--- src/rtl/bundle_fetch_queue_if.sv ---
// Fetch/issue bus between the fetch queue, instruction memory and the lane decoders.
interface bundle_fetch_queue_if #(
  parameter int unsigned NUM_LANES = 4,
  parameter int unsigned DEPTH     = 4
);
  logic [31:0]                  fetch_pc;
  logic [32*NUM_LANES-1:0]      inst_bundle;
  logic                         stall;
  logic                         branch_taken;
  logic [31:0]                  new_pc;
  logic                         issue_valid;
  logic [32*NUM_LANES-1:0]      issue_bundle;
  logic [31:0]                  issue_pc;
  logic                         squash;
  logic [$clog2(DEPTH+1)-1:0]   occupancy;

  modport master (
    input  fetch_pc, issue_valid, issue_bundle, issue_pc, squash, occupancy,
    output inst_bundle, stall, branch_taken, new_pc
  );

  modport slave (
    output fetch_pc, issue_valid, issue_bundle, issue_pc, squash, occupancy,
    input  inst_bundle, stall, branch_taken, new_pc
  );
endinterface

--- src/rtl/bundle_fetch_queue.sv ---
// Sequential VLIW fetch stage: owns the fetch PC and buffers fetched bundles in a
// DEPTH-entry FIFO whose head feeds the lane decoders; flushes on taken branches.
module bundle_fetch_queue #(
  parameter int unsigned NUM_LANES = 4,
  parameter int unsigned DEPTH     = 4,
  parameter logic [31:0] RESET_PC  = '0
) (
  input  logic               clk,
  input  logic               rst,
  bundle_fetch_queue_if.slave bus
);
  localparam int unsigned BW    = 32 * NUM_LANES;
  localparam int unsigned BYTES = 4 * NUM_LANES;
  localparam int unsigned OFS   = $clog2(BYTES);
  localparam int unsigned PW    = $clog2(DEPTH);
  localparam int unsigned OW    = $clog2(DEPTH + 1);
  localparam logic [31:0]   STEP     = 32'(BYTES);
  localparam logic [OW-1:0] FULL_OCC = OW'(DEPTH);

  logic [BW-1:0] entry_bundle_q [DEPTH];
  logic [31:0]   entry_pc_q     [DEPTH];

  logic [PW-1:0] rd_ptr_q, rd_ptr_d;
  logic [PW-1:0] wr_ptr_q, wr_ptr_d;
  logic [OW-1:0] occ_q, occ_d;
  logic [31:0]   fetch_pc_q, fetch_pc_d;
  logic          squash_q, squash_d;

  logic issue_valid;
  logic pop;
  logic push;
  logic wr_en;

  assign issue_valid = (occ_q != '0);
  assign pop         = issue_valid & ~bus.stall;
  // A full queue can still take a new bundle when the head leaves in the same cycle.
  assign push        = (occ_q != FULL_OCC) | pop;
  assign wr_en       = push & ~bus.branch_taken;

  always_comb begin
    rd_ptr_d   = rd_ptr_q;
    wr_ptr_d   = wr_ptr_q;
    occ_d      = occ_q;
    fetch_pc_d = fetch_pc_q;
    squash_d   = 1'b0;
    if (bus.branch_taken) begin
      rd_ptr_d   = '0;
      wr_ptr_d   = '0;
      occ_d      = '0;
      fetch_pc_d = {bus.new_pc[31:OFS], {OFS{1'b0}}};
      squash_d   = 1'b1;
    end else begin
      if (push) begin
        wr_ptr_d   = wr_ptr_q + PW'(1);
        fetch_pc_d = fetch_pc_q + STEP;
      end
      if (pop) begin
        rd_ptr_d = rd_ptr_q + PW'(1);
      end
      if (push && !pop) begin
        occ_d = occ_q + OW'(1);
      end else if (pop && !push) begin
        occ_d = occ_q - OW'(1);
      end
    end
  end

  always_ff @(posedge clk) begin
    if (!rst) begin
      rd_ptr_q   <= '0;
      wr_ptr_q   <= '0;
      occ_q      <= '0;
      fetch_pc_q <= RESET_PC;
      squash_q   <= 1'b0;
    end else begin
      rd_ptr_q   <= rd_ptr_d;
      wr_ptr_q   <= wr_ptr_d;
      occ_q      <= occ_d;
      fetch_pc_q <= fetch_pc_d;
      squash_q   <= squash_d;
    end
  end

  // Storage carries no reset; validity is tracked solely by the pointers and occupancy.
  always_ff @(posedge clk) begin
    if (wr_en) begin
      entry_bundle_q[wr_ptr_q] <= bus.inst_bundle;
      entry_pc_q[wr_ptr_q]     <= fetch_pc_q;
    end
  end

  assign bus.fetch_pc     = fetch_pc_q;
  assign bus.issue_valid  = issue_valid;
  assign bus.issue_bundle = issue_valid ? entry_bundle_q[rd_ptr_q] : {NUM_LANES{32'h0000_0013}};
  assign bus.issue_pc     = issue_valid ? entry_pc_q[rd_ptr_q] : '0;
  assign bus.squash       = squash_q;
  assign bus.occupancy    = occ_q;
endmodule
--- src/flat_wrapper.sv ---
// flat-port wrapper written by rule: the top's interface ports become plain ports
module bundle_fetch_queue_flat 
#(
  parameter int unsigned NUM_LANES = 4,
  parameter int unsigned DEPTH     = 4,
  parameter logic [31:0] RESET_PC  = '0
)
  (clk, rst, bus_fetch_pc, bus_issue_valid, bus_issue_bundle, bus_issue_pc, bus_squash, bus_occupancy, bus_inst_bundle, bus_stall, bus_branch_taken, bus_new_pc);
  bundle_fetch_queue_if #(.NUM_LANES(NUM_LANES), .DEPTH(DEPTH)) bus_i ();
  input  logic clk;
  input  logic rst;
  output wire logic [$bits(bus_i.fetch_pc)-1:0] bus_fetch_pc;
  output wire logic [$bits(bus_i.issue_valid)-1:0] bus_issue_valid;
  output wire logic [$bits(bus_i.issue_bundle)-1:0] bus_issue_bundle;
  output wire logic [$bits(bus_i.issue_pc)-1:0] bus_issue_pc;
  output wire logic [$bits(bus_i.squash)-1:0] bus_squash;
  output wire logic [$bits(bus_i.occupancy)-1:0] bus_occupancy;
  input wire logic [$bits(bus_i.inst_bundle)-1:0] bus_inst_bundle;
  input wire logic [$bits(bus_i.stall)-1:0] bus_stall;
  input wire logic [$bits(bus_i.branch_taken)-1:0] bus_branch_taken;
  input wire logic [$bits(bus_i.new_pc)-1:0] bus_new_pc;
  assign bus_fetch_pc = bus_i.fetch_pc;
  assign bus_issue_valid = bus_i.issue_valid;
  assign bus_issue_bundle = bus_i.issue_bundle;
  assign bus_issue_pc = bus_i.issue_pc;
  assign bus_squash = bus_i.squash;
  assign bus_occupancy = bus_i.occupancy;
  assign bus_i.inst_bundle = bus_inst_bundle;
  assign bus_i.stall = bus_stall;
  assign bus_i.branch_taken = bus_branch_taken;
  assign bus_i.new_pc = bus_new_pc;
  bundle_fetch_queue #(.NUM_LANES(NUM_LANES), .DEPTH(DEPTH), .RESET_PC(RESET_PC)) u_core (.clk(clk), .rst(rst), .bus(bus_i));
endmodule
--- config.mk ---
export PLATFORM = sky130hd
export DESIGN_NAME = bundle_fetch_queue_flat
export DESIGN_NICKNAME = d
export VERILOG_FILES = /design/src/rtl/bundle_fetch_queue_if.sv /design/src/rtl/bundle_fetch_queue.sv /design/src/flat_wrapper.sv
export SDC_FILE = /design/constraint.sdc
export NUM_CORES = 1
export LEC_CHECK = 0
export ABC_AREA = 1
export BUFFER_PORTS_ARGS = -buffer_cell sky130_fd_sc_hd__buf_4
export CAP_MARGIN = 40
export CORE_ASPECT_RATIO = 1.75
export CORE_MARGIN = 2
export CORE_UTILIZATION = 50
export CTS_CLUSTER_DIAMETER = 100
export DETAILED_ROUTE_END_ITERATION = 10
export PLACE_DENSITY = 0.71
export REMOVE_ABC_BUFFERS = 1
export SETUP_SLACK_MARGIN = 0.2
export SKIP_CTS_REPAIR_TIMING = 1
export SLEW_MARGIN = 20
export SYNTH_ARGS = -nofsm -noshare
export SYNTH_HDL_FRONTEND = slang
export SYNTH_SLANG_ARGS = --single-unit
export TNS_END_PERCENT = 20
--- constraint.sdc ---
create_clock -name clk -period 24.9 [get_ports clk]
set_clock_uncertainty 0.05 [all_clocks]
set_input_delay 0 -clock clk [delete_from_list [all_inputs] [get_ports clk]]
set_output_delay 0 -clock clk [all_outputs]
set_load 0.02 [all_outputs]
==> impl_metrics.py, run 1 <==
metrics = {
    "route": {
        "routed_wl_mm": 67.80,
        "wl_met1_mm": 25.37,
        "vias": 18790,
        "wl_met2_mm": 35.60,
        "postRouteAntennaNets": 0,
        "wl_met3_mm": 4.048,
        "first_pass_iters": 5,
        "drcViolationCount": 0,
        "maxUsedRoutingLayer": "met4",
        "avgViaCountPerCell": 5.489,
        "drt_iter0_drc": 1589,
        "detail_route.wl_per_cell_um": 19.81,
    },
    "critical_path": {
        "start_kind": "flop",
        "critPathKind": "reg -> out",
        "required_ns": 24.85,
        "path_delay_family": "buffers and inverters",
        "r2r_slack_ns": 21.22,
        "crit_chain": "inv_8 > buf_16 > buf_4 > buf_12 > o21ai_0 > a21oi_1 > buf_4",
        "path_max_fanout": 109,
        "worstPathBufferInverterCount": 5,
        "arrival_ns": 3.65,
        "r2r-start": "u_core.bus.occupancy[0]",
        "path_common_cell": "buf_4",
        "cp-end-kind": "primary output",
        "reg2reg_to": "u_core.entry_bundle_q[3][83]",
        "critPathSlowestCell": "buf_4",
        "crit_path_max_incr_delay_ns": 0.59,
        "reg2reg_depth": 9,
    },
    "floorplanning": {
        "die_area_mm2": 0.05480,
        "core.rowCount": 111,
        "die_h_um": 308.2,
        "core_area_mm2": 0.05236,
        "ios": 361,
        "initial_utilization_pct": 50.49,
        "die_w_um": 177.8,
    },
    "sta": {
        "rsz0062_at_grt": "no",
        "setup_violations": 0,
        "slew_viol_final": 0,
        "hold-worst-slack_ns": -0.01377,
        "tightest_slew_ns": 1.111,
        "relSlewSlack_pct": 25.91,
        "fmax_mhz": 269.9,
        "period_minus_slack_ns": 3.705,
        "worst_slack_ns": 21.20,
        "final_hold_viol_count": 1,
        "period_share_pct": 14.88,
        "setup_tns_ns": 0,
    },
    "synth": {
        "ys_seq_area_share_pct": 73.76,
        "synth-edff-count": 624,
        "yosysTopAreaCell": "edfxtp_1",
        "synth-async-reset-ratio_pct": 0,
        "synthCells": 2196,
        "yosysMostFrequentCell": "nor2_1",
        "syn-cell-area_mm2": 0.02644,
        "synth-seq-cells": 662,
        "synth.area.mux_share_pct": 0,
        "yosys.area_share.adder_pct": 0.3124,
        "synthFlopType": "edfxtp_1",
        "synth-compound-area-share_pct": 10.39,
        "synth_top_family_by_area": "simple AND/OR/NAND/NOR gates",
        "synth_common_cells": "nor2_1, edfxtp_1, o21ai_0",
        "syn_area_per_cell_um2": 12.04,
        "synth-simple-area-share_pct": 12.19,
        "synth_area_leaders": "edfxtp_1, nor2_1, o21ai_0",
        "synth_top_area_share_pct": 70.88,
        "synth_xor_area_share_pct": 0.2982,
        "yosysWarningCount": 0,
        "yosysUniqueCellTypes": 40,
    },
    "finish": {
        "syn2layout_area_growth_pct": 27.07,
        "drive_above_1_share_pct": 18.30,
        "layoutNonFillerInstCount": 3422,
        "nFillCells": 3791,
        "fin_nets": 2862,
    },
    "pwr": {
        "p_per_area_mw_per_mm2": 74.31,
        "swShare_pct": 24.39,
        "p_sw_mw": 0.6087,
        "ir_drop_mv": 0.06657,
        "p_leak_nw": 12.18,
        "power.internal_mw": 1.887,
        "comb_power_share_pct": 13.3,
        "clock_power_share_pct": 35.7,
        "p_seq_share_pct": 51.1,
    },
    "global_route": {
        "grt_max_degree": 157,
        "grt_overflow": 0,
        "grt_usage_pct": 23.15,
        "grt_pass1_vias": 17980,
        "grt_pass1_wl_mm": 97.72,
        "antenna_found_initial": 6,
    },
    "hold_path": {
        "hold_depth": 3,
        "hold_path.class": "in -> reg",
        "min_from": "bus_branch_taken",
        "worstHoldEndpoint": "u_core.bus.fetch_pc[15]",
    },
    "clock_tree": {
        "cts.sinks": 662,
        "cts.htree.levels": 2,
        "clkLatencyLatePin_ns": 0.59,
        "clock-root-buffer": "clkbuf_16",
        "cts_tree": "yes",
        "clockBufferDepth": 3,
        "numCtsBuffers": 56,
        "path_clk_slew_ns": 0.07,
    },
    "placed_design": {
        "gp_congestion": 0.8998,
        "placedCellCount": 3123,
        "place_ws_ns": 21.15,
        "dp_hpwl_mm": 38.93,
        "port_buffers": 348,
    },
    "run": {
        "cap_viol_max_count": 0,
    },
    "outcome": {
        "violations": "negative hold slack",
        "status": "finished, violations left",
    },
}
placed cells by master (no fill, tap or decap), types with 15 or more instances in the layout:
cell type      netlist  routed
nor2_1             666     662
edfxtp_1           624     624
buf_4               22     362
o21ai_0            308     308
dlygate4sd3_1        0     188
a21oi_1            166     166
nand2_1            108     108
clkbuf_16            0      57
dfxtp_1             38      36
inv_1               34      33
nand3_1             21      21
a22oi_1             19      19
clkinv_2             0      15
worst max-delay path by stage:
stage,endpoint,cells after the start
6_report,bus_issue_pc[16],7
5_1_grt,bus_issue_pc[16],7
4_1_cts,bus_issue_bundle[56],8
3_5_place_dp,u_core.entry_bundle_q[3][106],9
3_3_place_gp,u_core.entry_bundle_q[3][106],8
2_1_floorplan,bus_issue_bundle[0],5
through the flow:
step                      power [mW]  utilization, %  cell area [um^2]
final                          2.496           64.16             33590
after global routing           2.575           64.16             33590
after CTS                      2.479           60.48             31670
after detailed placement       1.602           56.91             29800
after global placement         1.586           56.28             29470
after floorplan                1.453               -             25810
cell families (layout without fill, tap and decap cells):
family,count (synthesis),after routing
other,1,14
xor gates and xnor gates,9,9
DFF,662,662
AOI/OAI and AO/OA,523,523
buffers and inverters,175,710
and+or+nand+nor,820,820
adders and majority gates,6,6
worst register-to-register path: stages (launching register included):
cell	delay (ns)
dfxtp_1	0.46
nor2_4	0.09
nand3_4	0.11
inv_2	0.10
nor2_4	0.53
inv_1	0.35
nor2_4	0.33
buf_4	0.47
buf_4	0.53
buf_12	0.31
power groups by stage:
stage,clock (mW),combinational (mW),sequential [mW]
after floorplan,0,0.145,1.31
after global placement,0,0.290,1.30
after detailed placement,0,0.304,1.30
after CTS,0.899,0.305,1.27
after global routing,0.944,0.354,1.28
final,0.891,0.331,1.27
final cells by class:
class                           instances  area, um^2  area share (%)
Sequential cell                       662       19510           58.07
Multi-Input combinational cell       1366        6192           18.43
Timing Repair Buffer                  567        5000           14.88
Clock buffer                           65        1466           4.365
Tap cell                              678       848.3           2.525
Clock inverter                         39       402.9           1.199
Inverter                               39       161.4          0.4805
Antenna cell                            6       15.01         0.04470
layer usage:
| metal | vias up | track usage (%) |
|---|---|---|
| li1 | 8715 | - |
| met1 | 9164 | 26.71 |
| met2 | 748 | 41.31 |
| met3 | 158 | 3.772 |
| met4 | 0 | 11.44 |
| met5 | - | 0 |
sequential cells by signal, summed over array words and instances (netlist names), named ones only:
register	flops
u_core.entry_bundle_q	512
u_core.bus.squash	1
u_core.wr_ptr_q	2
u_core.rd_ptr_q	2
u_core.bus.fetch_pc	28
u_core.bus.occupancy	3
u_core.entry_pc_q	112
Note: power is estimated with default switching activity, not from simulation.
==> inputs of run 2 (changes only) <==
--- a/config.mk
+++ b/config.mk
@@ -13,7 +13,7 @@
 export CORE_UTILIZATION = 50
 export CTS_CLUSTER_DIAMETER = 100
 export DETAILED_ROUTE_END_ITERATION = 10
-export PLACE_DENSITY = 0.71
+export PLACE_DENSITY = 0.74
 export REMOVE_ABC_BUFFERS = 1
 export SETUP_SLACK_MARGIN = 0.2
 export SKIP_CTS_REPAIR_TIMING = 1
==> constraint.sdc (replaced) <==
create_clock -name clk -period 3.1 [get_ports clk]
set_clock_uncertainty 0.05 [all_clocks]
set_input_delay 0 -clock clk [delete_from_list [all_inputs] [get_ports clk]]
set_output_delay 0 -clock clk [all_outputs]
set_load 0.02 [all_outputs]
==> impl_metrics.py, run 2 (synthesis results as in run 1) <==
metrics = {
    "clock_tree": {
        "numCtsBuffers": 55,
        "clkLatencyLatePin_ns": 0.59,
        "path_clk_slew_ns": 0.06,
        "clock-root-buffer": "clkbuf_16",
        "cts.sinks": 662,
        "cts.htree.levels": 2,
        "clockBufferDepth": 3,
        "cts_tree": "yes",
    },
    "finish": {
        "top_register": "u_core.entry_bundle_q",
        "layout_commonest_cell": "nor2_1",
        "drive_above_1_share_pct": 18.27,
        "fin_nets": 2829,
        "final_cell_mix": "nor2_1, edfxtp_1, buf_4",
        "syn2layout_area_growth_pct": 25.32,
        "largest_reg_flops": 512,
        "layoutNonFillerInstCount": 3388,
    },
    "route": {
        "drt_iter0_drc": 1619,
        "avgViaCountPerCell": 5.540,
        "postRouteAntennaNets": 0,
        "first_pass_iters": 5,
        "vias": 18770,
        "routed_wl_mm": 67.53,
        "drcViolationCount": 0,
        "detail_route.wl_per_cell_um": 19.93,
    },
    "critical_path": {
        "cp-end-kind": "primary output",
        "r2r-start": "u_core.bus.fetch_pc[4]",
        "startpoint": "u_core.bus.occupancy[0]",
        "crit_path_end": "bus_issue_bundle[121]",
        "arrival_ns": 2.64,
        "reg2reg_to": "u_core.bus.fetch_pc[10]",
        "reg2reg_depth": 7,
        "path_max_fanout": 30,
        "r2r_slack_ns": 0.75,
        "required_ns": 3.05,
        "start_kind": "flop",
        "critPathKind": "reg -> out",
    },
    "placed_design": {
        "dp_hpwl_mm": 37.90,
        "gp_congestion": 0.8775,
        "placedCellCount": 3117,
        "port_buffers": 348,
    },
    "global_route": {
        "grt_max_degree": 193,
        "grt_pass1_vias": 18060,
        "antenna_found_initial": 5,
        "grt_overflow": 0,
        "grt_usage_pct": 23.29,
        "grt_pass1_wl_mm": 97.95,
    },
    "floorplanning": {
        "ios": 361,
        "die_h_um": 308.2,
        "die_w_um": 177.8,
        "die_area_mm2": 0.05480,
        "initial_utilization_pct": 50.49,
        "core_area_mm2": 0.05236,
        "core.rowCount": 111,
    },
    "sta": {
        "tightest_slew_ns": 1.208,
        "slew_viol_final": 0,
        "final_hold_viol_count": 0,
        "period_minus_slack_ns": 2.686,
        "setup_tns_ns": 0,
        "hold-worst-slack_ns": 0.09563,
        "fmax_mhz": 372.3,
        "relSlewSlack_pct": 19.46,
        "rsz0062_at_grt": "no",
        "period_share_pct": 86.65,
        "setup_violations": 0,
    },
    "hold_path": {
        "hold_path.class": "in -> reg",
    },
    "pwr": {
        "p_leak_nw": 11.98,
        "p_per_area_mw_per_mm2": 595.7,
        "ir_drop_mv": 0.5224,
    },
    "outcome": {
        "status": "complete, no violations",
    },
    "run": {
        "cap_viol_max_count": 0,
    },
}
run 2: worst min path at each step:
stage                         start                       endpoint  slack [ns]  depth (start not counted)
6_report        bus_inst_bundle[33]   u_core.entry_bundle_q[0][33]         0.1                          2
3_3_place_gp    bus_inst_bundle[92]   u_core.entry_bundle_q[1][92]        0.15                          1
4_1_cts        bus_inst_bundle[121]  u_core.entry_bundle_q[2][121]       -0.48                          1
3_5_place_dp     bus_inst_bundle[4]    u_core.entry_bundle_q[2][4]        0.15                          1
5_1_grt         bus_inst_bundle[33]   u_core.entry_bundle_q[2][33]        0.08                          2
2_1_floorplan    bus_inst_bundle[0]    u_core.entry_bundle_q[0][0]        0.05                          0
run 2: per-stage QoR:
step | setup WS [ns] | utilization [%] | instance area [um^2] | power (mW)
floorplan | -7.750 | - | 25810 | 11.67
global placement | 0.8066 | 56.72 | 29700 | 12.78
detailed placement | 0.7855 | 56.72 | 29700 | 12.86
CTS | 0.1246 | 60.12 | 31480 | 19.66
global route | 0.2668 | 63.27 | 33130 | 20.38
finish | 0.4139 | 63.27 | 33130 | 19.74
run 2: layer usage:
| metal | GRT usage (%) | vias to the layer above | wire (um) |
|---|---|---|---|
| li1 | - | 8651 | - |
| met1 | 25.94 | 9183 | 24880 |
| met2 | 42.87 | 786 | 36100 |
| met3 | 3.341 | 149 | 3922 |
| met4 | 11.55 | 0 | 2639 |
| met5 | 0 | - | 0 |
run 2: where the power goes:
group	switching, mW	internal, mW
clock	3.10	3.78
combinational	1.65	0.982
sequential	0.136	10.1
run 2: layout make-up:
| cell class | instances | area, um^2 |
|---|---|---|
| Antenna cell | 6 | 15.01 |
| Fill cell | 3835 | 19230 |
| Multi-Input combinational cell | 1366 | 6195 |
| Clock inverter | 36 | 321.6 |
| Tap cell | 678 | 848.3 |
| Sequential cell | 662 | 19510 |
| Timing Repair Buffer | 535 | 4624 |
| Inverter | 39 | 161.4 |
| Clock buffer | 66 | 1458 |
run 2: critical path, stage by stage, from the launching register on:
cell and delay (ns):
dfxtp_1 0.45, nor2_4 0.09, nand2_2 0.31, clkinv_4 0.39, buf_4 0.35, a21oi_1 0.23, buf_4 0.19
